[src/rtl/cpu_control_package.sv]
// Shared encodings for the RV32 multi-cycle control sequencer.
package cpu_control_package;

    typedef enum logic [6:0] {
        LOAD     = 7'b0000011,
        MISC_MEM = 7'b0001111,
        OP_IMM   = 7'b0010011,
        AUIPC    = 7'b0010111,
        STORE    = 7'b0100011,
        OP       = 7'b0110011,
        LUI      = 7'b0110111,
        BRANCH   = 7'b1100011,
        JALR     = 7'b1100111,
        JAL      = 7'b1101111,
        SYSTEM   = 7'b1110011
    } opcode_type_t;

    typedef enum logic [2:0] {
        R_TYPE, I_TYPE, S_TYPE, B_TYPE, U_TYPE, J_TYPE
    } instruction_type_t;

    localparam logic [2:0] LW = 3'b010;
    localparam logic [2:0] SW = 3'b010;

    typedef enum logic [2:0] {
        FETCH, DECODE, EXECUTE, MEMORY, WRITEBACK, TRAP
    } seq_state_t;

    typedef enum logic [1:0] {
        NONE, ILLEGAL, IMEM_TIMEOUT, DMEM_TIMEOUT
    } trap_cause_t;

    typedef enum logic [2:0] {
        CL_LOAD, CL_STORE, CL_OP, CL_OP_IMM, CL_BRANCH
    } instr_class_t;

    typedef struct packed {
        logic         legal;
        instr_class_t cls;
    } decode_t;

    // Classify an instruction; anything outside the supported subset is illegal.
    function automatic decode_t decode_instr(input logic [6:0] opcode, input logic [2:0] funct3);
        decode_t d;
        d.legal = 1'b0;
        d.cls   = CL_OP;
        case (opcode)
            LOAD:    begin d.cls = CL_LOAD;   d.legal = (funct3 == LW); end
            STORE:   begin d.cls = CL_STORE;  d.legal = (funct3 == SW); end
            OP_IMM:  begin d.cls = CL_OP_IMM; d.legal = 1'b1; end
            OP:      begin d.cls = CL_OP;     d.legal = 1'b1; end
            BRANCH:  begin d.cls = CL_BRANCH; d.legal = (funct3 != 3'd2) && (funct3 != 3'd3); end
            default: ;
        endcase
        return d;
    endfunction

    // Immediate format the immediate generator needs for each class.
    function automatic instruction_type_t class_to_type(input instr_class_t cls);
        case (cls)
            CL_LOAD, CL_OP_IMM: return I_TYPE;
            CL_STORE:           return S_TYPE;
            CL_BRANCH:          return B_TYPE;
            default:            return R_TYPE;
        endcase
    endfunction

endpackage

[src/rtl/seq_wait_timer.sv]
// Wait-cycle counter shared by the FETCH and MEMORY handshakes.
module seq_wait_timer #(
    parameter int MEM_TIMEOUT = 255
) (
    input  logic clk,
    input  logic rst_n,
    input  logic clear,
    input  logic enable,
    output logic expired
);
    localparam int TIMEOUT_W = $clog2(MEM_TIMEOUT + 1);

    logic [TIMEOUT_W-1:0] count;

    // Count stalled cycles; a state change restarts the count.
    always_ff @(posedge clk or negedge rst_n) begin
        if (!rst_n) begin
            count <= '0;
        end else if (clear) begin
            count <= '0;
        end else if (enable) begin
            count <= count + 1'b1;
        end
    end

    // This stalled cycle is the last one allowed; a ready arriving now still wins upstream.
    assign expired = enable && (count == TIMEOUT_W'(MEM_TIMEOUT - 1));

endmodule

[src/rtl/cpu_control_sequencer.sv]
// Multi-cycle control FSM: FETCH, DECODE, EXECUTE, MEMORY, WRITEBACK, TRAP.
module cpu_control_sequencer
    import cpu_control_package::*;
#(
    parameter int MEM_TIMEOUT = 255
) (
    input  logic              clk,
    input  logic              rst_n,
    input  logic [6:0]        opcode,
    input  logic [2:0]        funct3,
    input  logic              branch_taken,
    output logic              imem_req,
    input  logic              imem_ready,
    output logic              dmem_req,
    output logic              dmem_we,
    input  logic              dmem_ready,
    output logic              ir_write,
    output logic              pc_write,
    output logic              pc_src,
    output logic              reg_write,
    output logic              alu_select,
    output logic              result_select,
    output instruction_type_t instruction_type,
    output logic              retire,
    output logic              trap,
    output trap_cause_t       trap_cause
);
    seq_state_t   state, state_next;
    trap_cause_t  cause_q, cause_next;
    instr_class_t cls_q, cls_view;
    decode_t      dec;
    logic         started_q;
    logic         in_body;
    logic         ready_now;
    logic         timer_clear;
    logic         timer_enable;
    logic         timer_expired;

    assign dec       = decode_instr(opcode, funct3);
    // DECODE shows the fresh decode so the class is visible from DECODE through WRITEBACK.
    assign cls_view  = (state == DECODE) ? dec.cls : cls_q;
    assign in_body   = (state == DECODE) || (state == EXECUTE) || (state == MEMORY) || (state == WRITEBACK);
    assign ready_now = (state == FETCH) ? imem_ready : dmem_ready;

    // started_q keeps requests low in the cycle reset is released, so fetch begins one cycle later.
    assign timer_enable = started_q && ((state == FETCH) || (state == MEMORY)) && !ready_now;
    assign timer_clear  = (state_next != state);

    seq_wait_timer #(.MEM_TIMEOUT(MEM_TIMEOUT)) u_wait_timer (
        .clk     (clk),
        .rst_n   (rst_n),
        .clear   (timer_clear),
        .enable  (timer_enable),
        .expired (timer_expired)
    );

    // State, decoded class and trap cause registers.
    always_ff @(posedge clk or negedge rst_n) begin
        // NOTE: only control state is reset here; reset pulls every output low without extra gating.
        if (!rst_n) begin
            state     <= FETCH;
            cls_q     <= CL_OP;
            cause_q   <= NONE;
            started_q <= 1'b0;
        end else begin
            // NOTE: non-blocking assignments so every flop samples values from before the edge.
            started_q <= 1'b1;
            state     <= state_next;
            cause_q   <= cause_next;
            if (state == DECODE) begin
                cls_q <= dec.cls;
            end
        end
    end

    // Next-state and datapath control decode.
    always_comb begin
        // NOTE: every output and next-state value gets a default first, so no path infers a latch.
        state_next       = state;
        cause_next       = cause_q;
        imem_req         = 1'b0;
        dmem_req         = 1'b0;
        dmem_we          = 1'b0;
        ir_write         = 1'b0;
        pc_write         = 1'b0;
        pc_src           = 1'b0;
        reg_write        = 1'b0;
        retire           = 1'b0;
        instruction_type = class_to_type(cls_view);
        alu_select       = in_body && (cls_view inside {CL_LOAD, CL_STORE, CL_OP_IMM});
        result_select    = in_body && (cls_view == CL_LOAD);

        case (state)
            FETCH: begin
                if (started_q) begin
                    imem_req = 1'b1;
                    if (imem_ready) begin
                        ir_write   = 1'b1;
                        state_next = DECODE;
                    end else if (timer_expired) begin
                        state_next = TRAP;
                        cause_next = IMEM_TIMEOUT;
                    end
                end
            end
            DECODE: begin
                if (dec.legal) begin
                    state_next = EXECUTE;
                end else begin
                    state_next = TRAP;
                    cause_next = ILLEGAL;
                end
            end
            EXECUTE: begin
                case (cls_view)
                    CL_BRANCH: begin
                        pc_write   = 1'b1;
                        pc_src     = branch_taken;
                        retire     = 1'b1;
                        state_next = FETCH;
                    end
                    CL_LOAD, CL_STORE: state_next = MEMORY;
                    default:           state_next = WRITEBACK;
                endcase
            end
            MEMORY: begin
                dmem_req = 1'b1;
                dmem_we  = (cls_view == CL_STORE);
                if (dmem_ready) begin
                    if (cls_view == CL_STORE) begin
                        pc_write   = 1'b1;
                        retire     = 1'b1;
                        state_next = FETCH;
                    end else begin
                        state_next = WRITEBACK;
                    end
                end else if (timer_expired) begin
                    state_next = TRAP;
                    cause_next = DMEM_TIMEOUT;
                end
            end
            WRITEBACK: begin
                reg_write  = 1'b1;
                pc_write   = 1'b1;
                retire     = 1'b1;
                state_next = FETCH;
            end
            TRAP:    ;
            default: state_next = TRAP;
        endcase
    end

    assign trap       = (state == TRAP);
    assign trap_cause = cause_q;

endmodule

[config.mk]
export PLATFORM = sky130hd
export DESIGN_NAME = cpu_control_sequencer
export DESIGN_NICKNAME = d
export VERILOG_FILES = /design/src/rtl/cpu_control_package.sv /design/src/rtl/seq_wait_timer.sv /design/src/rtl/cpu_control_sequencer.sv
export SDC_FILE = /design/constraint.sdc
export NUM_CORES = 1
export LEC_CHECK = 0
export CAP_MARGIN = 5
export CORE_MARGIN = 5
export CORE_UTILIZATION = 45
export DETAILED_ROUTE_END_ITERATION = 10
export PLACE_DENSITY = 0.75
export SETUP_SLACK_MARGIN = 0.2
export SYNTH_ARGS = -nofsm -noshare
export SYNTH_HDL_FRONTEND = slang
export SYNTH_SLANG_ARGS = --single-unit
[constraint.sdc]
create_clock -name clk -period 2.6 [get_ports clk]
set_input_delay 0.39 -clock clk [delete_from_list [all_inputs] [get_ports clk]]
set_output_delay 0.39 -clock clk [all_outputs]
set_load 0.005 [all_outputs]
==> metrics.txt <==
predominant post-synthesis flop cell dfrtp_1; Worst path slowest cell or4_4; family with the most delay on the worst path simple AND/OR/NAND/NOR gates; vias in the first global route about 1.2k; core area 0.00245 sq mm; Cell Rows 18; hold_ws approximately 530 ps; Synth cell types 47; Post-Syn Nets around 150; DRT Pass-1 Iters 5; Final Critical Period around 2600 ps; final worst path period share between 90% and 100%; chip width 60.3 um; DR iter-0 viols 37; Clock Sinks 17; crit path launch state[1]$_DFF_PN0_; CTS max path bufs 2; post-route ant nets 0; setup total negative slack 0 ps; FILL cells between 200 and 250; sequential share of the synthesized area 37.5%; layout cell share with drive strength beyond 1 approximately a third; Hold WC Path Type in -> async; CP Cell Sequence or3b_4, nor4b_4, nor2_2, or4_4, o21ai_2, buf_2; launching point of the worst reg2reg path state[0]$_DFF_PN0_; Pins Over Slew Limit 0; Max Cap Viol 0; die footprint 0.00363 sq mm; CP max stage delay between 400 and 500 ps; static leakage just under 0.8 nW; Hold-fix buffers, CTS 0; cell count along the critical path 6; synthesized netlist cell count roughly 130; first-pass GRT wire length 5000 um; die span in y around 60 um; pin count of the biggest net entering global routing 18; Area Overhead vs Synth 47.9%; clk slew on worst S/H paths 100 ps; synthesized area ~0.0011 sq mm; Mean Syn Cell Area ~8.7 sq um; final setup vio count 0; slew margin rel. about half; worst vdd ir 0.000445 V; number of flops mapped to enable cells by yosys 0; via count around 1.1k; pre-CTS WS -409 ps; final setup margin about 44 ps; hpwl dp between 2000 and 2500 um; WL/cell about 15 um; initial antenna violation count 0; Via density ~5.4; # H-tree levels 1; Root Driver clkbuf_4; Synth area leader dfrtp_1; total track usage 17.9%; TritonCTS Buffers 3; Worst Setup End Kind output port; Routed WL ~3100 um; worst-path fanout max 3; I/O Buffers 29; Starting Density between 40% and 50%; worst path bufs/invs 1; FF-to-FF path depth 8; RSZ-0062 raised after global routing yes; final net count 197; Hold Violations, Final 0; Yosys warning count 0; Synth top area share a little over a third; actual slew at the worst max-slew pin approximately 740 ps; Final Wtd Congestion between 0.8 and 0.9; GRT Residual Overflow 0; synth top area cells dfrtp_1 (35%), nor2_1 (5.3%), xor2_1 (4.6%); pwr/cell area about 520 mW/mm^2; Critical Path AT about 2200 ps; Crit Path Class reg -> out; final instance area approximately 0.0017 sq mm; Worst-Skew Late Latency a little under 300 ps; Boundary Pins 31; DP Area around 0.0016 sq mm; asr flop ratio synth 100%; n_diodes 0; CTS tree done; top cells by count, synth dfrtp_1 (16), nor2_1 (16), nand2_1 (10), a21oi_1 (7); Pwr Total approximately 0.88 mW; status finished, final reports clean; worst endpoint required time between 2000 and 2500 ps; post-synthesis register bit count 17; Setup crit start kind flip-flop; Worst Skew roughly 3.8 ps; Residual DRC 0; Fmax between 0.3 and 0.4 GHz
[per-stage QoR]
| step | std cells | util, % |
|---|---|---|
| 2_1_floorplan | 131 | - |
| 3_3_place_gp | 201 | 63.5 |
| 3_5_place_dp | 201 | 63.5 |
| 4_1_cts | 207 | 64.8 |
| 5_1_grt | 209 | 68.5 |
| 6_report | 209 | 68.5 |
[cells by family (layout without fill, tap and decap cells)]
kind of cell | after synthesis | after routing | share of synthesized area (%)
AOI/OAI and AO/OA | 21 | 21 | 12.0
xor gates and xnor gates | 8 | 8 | 6.16
adders and majority gates | 2 | 2 | 2.20
buffers and inverters | 12 | 60 | 5.39
DFF | 17 | 17 | 37.5
other | 2 | 2 | 0.660
and+or+nand+nor | 69 | 69 | 36.1
[registers in the layout, indices dropped and copies added, names as in the netlist]
name / cells
trap_cause: 2
u_wait_timer.count: 8
cls_q: 3
started_q: 1
state: 3
[cells in the final DEF (no fill, tap or decap), types with 4 or more instances in the layout]
master,count
dlymetal6s2s_1,4
nand3_1,5
xor2_1,6
nor2_1,14
nand2_1,7
nand4_1,6
inv_1,5
clkdlybuf4s50_1,16
dfrtp_1,16
a21oi_1,6
buf_2,4
buf_4,19
[final timing paths]
kind / slack [ps] / endpoint
min in group clk: 550 / trap_cause[1]$_DFFE_PN0P_
max in group asynchronous: 1600 / cls_q[2]$_DFF_PN0_
min: 530 / u_wait_timer.count[0]$_DFFE_PN0P_
min reg2reg: 550 / trap_cause[1]$_DFFE_PN0P_
max reg2reg: 500 / u_wait_timer.count[3]$_DFFE_PN0P_
max: 40 / pc_write
[where the power goes]
part / internal [mW] / switching (mW) / leakage, nW
clock network: 0.0572 / 0.0823 / 0.0177
logic: 0.219 / 0.217 / 0.545
registers: 0.287 / 0.0176 / 0.219
[worst register-to-register path, delay by kind of cell, from the launching register on]
| kind | cells | cell delay [ps] |
|---|---|---|
| simple gates | 3 | 560 |
| xor+xnor | 1 | 160 |
| compound gates | 1 | 370 |
| buf+inv | 3 | 510 |
| flops | 1 | 390 |
[cell type report]
cell class	count	area [sq um]	area share, %
Multi-Input combinational cell	102	724	43.1
Timing Repair Buffer	50	443	26.3
Sequential cell	17	427	25.4
Tap cell	30	37.5	2.23
Clock buffer	3	22.5	1.34
Inverter	6	22.5	1.34
Clock inverter	1	5.00	0.298
[per-layer routing]
layer | up-vias | GRT usage [%] | part of all wire (%)
met3 | 6 | 1.94 | 5.4
li1 | 559 | - | -
met5 | - | 0 | 0
met4 | 0 | 6.33 | 1.5
met1 | 537 | 19.9 | 40
met2 | 31 | 34.3 | 53
[timing repair]
item	in CTS	in global routing
endpoints found under the setup margin	9	15
buffers inserted	2	2
gates resized for setup	30	26
pin swaps	6	9
(Power assumes the default switching activity.)
